## config.mk

```make
export PLATFORM = sky130hd
export DESIGN_NAME = fe_instr_queue
export DESIGN_NICKNAME = d
export VERILOG_FILES = /design/src/rtl/fe_instr_queue.sv
export SDC_FILE = /design/constraint.sdc
export NUM_CORES = 1
export LEC_CHECK = 0
export CAP_MARGIN = 20
export CORE_MARGIN = 5
export CORE_UTILIZATION = 30
export DETAILED_ROUTE_END_ITERATION = 10
export PLACE_DENSITY_LB_ADDON = 0.05
export SLEW_MARGIN = 20
export SYNTH_ARGS = -nofsm -noshare
export SYNTH_HDL_FRONTEND = slang
export SYNTH_SLANG_ARGS = --single-unit
export TNS_END_PERCENT = 5
```

## constraint.sdc

```tcl
create_clock -name clk_i -period 5 [get_ports clk_i]
set_input_delay 0.5 -clock clk_i [delete_from_list [all_inputs] [get_ports clk_i]]
set_output_delay 0.5 -clock clk_i [all_outputs]
set_load 0.05 [all_outputs]
```

## src/rtl/fe_instr_queue.sv

```systemverilog
// Decoded-instruction queue between the front end and dispatch.
// Circular buffer with an explicit occupancy counter; flush and reset empty it in one cycle.
module fe_instr_queue #(
  parameter int DECODED_INSTRUCTION_WIDTH = 32,
  parameter int WIDTH_P = DECODED_INSTRUCTION_WIDTH,
  parameter int DEPTH_P = 4
) (
  input  logic                         clk_i,
  input  logic                         reset_i,
  input  logic                         v_i,
  input  logic [WIDTH_P-1:0]           data_i,
  output logic                         ready_o,
  input  logic                         flush_i,
  output logic                         v_o,
  output logic [WIDTH_P-1:0]           data_o,
  input  logic                         yumi_i,
  output logic [$clog2(DEPTH_P+1)-1:0] count_o
);

  localparam int PTR_W = $clog2(DEPTH_P);
  localparam int CNT_W = $clog2(DEPTH_P+1);

  logic [WIDTH_P-1:0] r_mem [DEPTH_P];
  logic [PTR_W-1:0]   r_head;
  logic [PTR_W-1:0]   r_tail;
  logic [CNT_W-1:0]   r_count;

  logic w_clear;
  logic w_enq;
  logic w_deq;

  // Handshakes see only registered state, so ready_o never depends on yumi_i.
  assign ready_o = (r_count != CNT_W'(DEPTH_P));
  assign v_o     = (r_count != '0);
  assign data_o  = r_mem[r_head];
  assign count_o = r_count;

  assign w_clear = reset_i | flush_i;
  assign w_enq   = v_i & ready_o & ~w_clear;
  assign w_deq   = yumi_i & v_o & ~w_clear;

  always_ff @(posedge clk_i) begin
    if (w_clear) begin
      r_head  <= '0;
      r_tail  <= '0;
      r_count <= '0;
    end else begin
      if (w_enq) r_tail <= r_tail + PTR_W'(1);
      if (w_deq) r_head <= r_head + PTR_W'(1);
      r_count <= r_count + CNT_W'(w_enq) - CNT_W'(w_deq);
    end
  end

  // Storage is never cleared; v_o qualifies data_o.
  always_ff @(posedge clk_i) begin
    if (w_enq) r_mem[r_tail] <= data_i;
  end

  a_no_yumi_when_empty : assert property (
    @(posedge clk_i) disable iff (reset_i || flush_i) !(yumi_i && !v_o)
  ) else $warning("fe_instr_queue: yumi_i asserted while queue empty");

endmodule
```

==> results.cfg <==
[finish]
syn_to_final_growth_pct = 31.9
nets = 345
layout-drive-gt1-share = 0.232
fillers = 1507
final_util = 0.404
final_cell_count_no_fill = 534
n_antenna_cell = 0
fin_area_sq_um = 6690

[clock_tree]
clk_latency_ns = 0.41
postCtsHoldBufs = 0
cts_max_level = 4
cts_tree = done
clk_pin_slew_ns = 0.06
cts_buffer_depth = 2
cts.sinks = 137
cts_setup_buffers = 0
root_buffer = clkbuf_16
cts_resized = 0
cts_made_buffers = 17

[yosys]
synthTopCellsByArea = edfxtp_1 (76%), mux4_2 (14%), dfxtp_1 (3.5%)
synth_top_area_frac = 0.757
synth_area_per_cell_sq_um = 23.5
ys_ff_latch = 137
netlist_area_sq_um = 5080
yosys.area.top_type = edfxtp_1
synth_nets = 260
syn_inst = 216
ys_seq_area_frac = 0.793
yosysUniqueCellTypes = 24
yosysWarnings = 0

[global_routing]
grt_start_max_net_pins = 33
grt_usage = 0.107
grt_pass1_vias = 2710
grt_remaining_overflow = 0
antenna_found_initial = 0
grt_pass1_wl_microns = 15600

[timing]
min_period_ns = 3.49
worst_slew_pin_slew_ns = 0.958
worst_slack_ns = 1.51
setup_tns_ns = 0
drv_slew = 0
fin_hold_ws_ns = 0.494
finalHoldViolations = 0
fin_crit_sh = 0.699
slew_headroom = 0.361
fin_skew_ns = 0.0103
max_freq_ghz = 0.286
finalSetupViolCount = 0
rsz0062_at_grt = false

[worst_setup_path]
critPathArrivalTime_ns = 2.99
critPathMaxStageDelay_ns = 0.94
path_cells = buf_4 -> mux4_2 -> clkdlybuf4s50_1
critPathMaxFanout = 23
required_ns = 4.50
cp_slowest_cell = dfxtp_2
worstSetupPathType = reg -> out
end_kind = primary output
start_kind = flip-flop

[drt]
wirelength_microns = 9860
route.detailed.drc = 0
num_vias = 2372
vias_per_cell = 4.44
dr.pass1.iters = 4
postRouteAntennaNets = 0
drt_iter0_drc = 99
drt-wirelength-per-cell_microns = 18.5

[power_and_ir_drop]
finalPower_mw = 2.71
power_leakage_nw = 2.13
power_density_nw_per_um2 = 405
ir_worst_vdd_v = 0.000225

[placement]
dp.cells = 502
placed_area_sq_um = 6050
globalplace.congestion = 0.744
dpl.hpwl_microns = 5760
dpl_worst_slack_ns = 1.83
io_buffer_count = 73

[hold_path]
hp-class = reg -> reg

[floorplan]
coreArea_sq_um = 16600
dieHeight_microns = 140
dieArea_sq_um = 19600
chipWidth_microns = 140
io_pins = 74
start_util = 0.306
rows = 47

[job]
cap_violations = 0

[status]
status = finished, final reports clean
-- final timing paths --
kind              start          to  slack [ns]  depth (start not counted)
min           r_tail[0]   r_tail[0]        0.49                          2
max reg2reg  count_o[2]  count_o[2]        2.49                         11
max           flip-flop  data_o[15]        1.51                          3
min reg2reg   r_tail[0]   r_tail[0]        0.49                          2
-- synth_stat cells --
cell type  instances
nor2_1             1
and2_1             2
xor2_1             2
dfxtp_1            9
fa_1               1
inv_1              4
mux4_2            32
xnor2_1            2
buf_2              1
and2_4             1
buf_1              3
nand2_1            3
ha_1               6
nor3_1             5
buf_4              3
or3_2              1
edfxtp_1         128
o31ai_1            1
or3b_4             1
o311ai_0           1
clkbuf_1           1
o21ai_1            2
nand4_1            2
and3_1             4
-- final cells by class --
type,count,area (sq um),share of cell area
tap,220,275,0.0411
clock inverter,11,169,0.0252
timing repair buffer,74,738,0.110
clock buffer,21,470,0.0703
sequential,137,4030,0.601
inverter,4,15.0,0.00224
multi-input combinational,67,1000,0.149
-- sequential cells by signal, summed over array words and instances, names as in the netlist, named ones only --
signal,flops
count_o,3
r_head,2
r_mem,128
r_tail,2
-- layer usage --
layer	track usage	vias up	part of all wire
met3	0.0354	10	0.039
li1	-	1080	-
met4	0.0398	0	0.013
met5	0	-	0
met2	0.174	57	0.50
met1	0.132	1225	0.45
-- worst max-delay path, delay by kind of cell, from the launching register on --
| family | cells | cell delay [ns] |
|---|---|---|
| multiplexers | 1 | 0.54 |
| flip-flops | 1 | 0.94 |
| buffers and inverters | 2 | 1.10 |
-- cell usage in the layout (no fill, tap or decap) --
master / Yosys / layout
edfxtp_1: 128 / 128
clkdlybuf4s50_1: 0 / 73
mux4_2: 32 / 32
clkbuf_16: 0 / 17
dfxtp_1: 9 / 7
ha_1: 6 / 6
nor3_1: 5 / 5
inv_1: 4 / 4
and3_2: 0 / 4
bufinv_16: 0 / 4
nand2_1: 3 / 3
clkinv_2: 0 / 3
clkbuf_8: 0 / 3
and2_1: 2 / 2
xor2_1: 2 / 2
nand4_1: 2 / 2
o21ai_1: 2 / 2
xnor2_1: 2 / 2
dfxtp_2: 0 / 2
clkinv_4: 0 / 2
o31ai_1: 1 / 1
or3b_4: 1 / 1
nor2_1: 1 / 1
and2_4: 1 / 1
or3_2: 1 / 1
o311ai_0: 1 / 1
fa_1: 1 / 1
clkinvlp_4: 0 / 1
inv_6: 0 / 1
clkbuf_1: 1 / 1
buf_4: 3 / 1
-- where the power goes --
group | leakage [nW] | switching [mW] | internal [mW]
Sequential | 1.23 | 0.00416 | 1.27
Clock | 0.313 | 0.451 | 0.875
Combinational | 0.585 | 0.0629 | 0.0503
Total | 2.13 | 0.518 | 2.19
-- cells by family after synthesis --
family,count (synthesis),synth area share
muxes,32,0.142
buffers and inverters,12,0.0113
adders and majority gates,7,0.0187
xor gates and xnor gates,4,0.00690
and+or+nand+nor,20,0.0232
DFF,137,0.793
AOI/OAI and AO/OA,4,0.00518
Power figures use the tool's default switching activity.
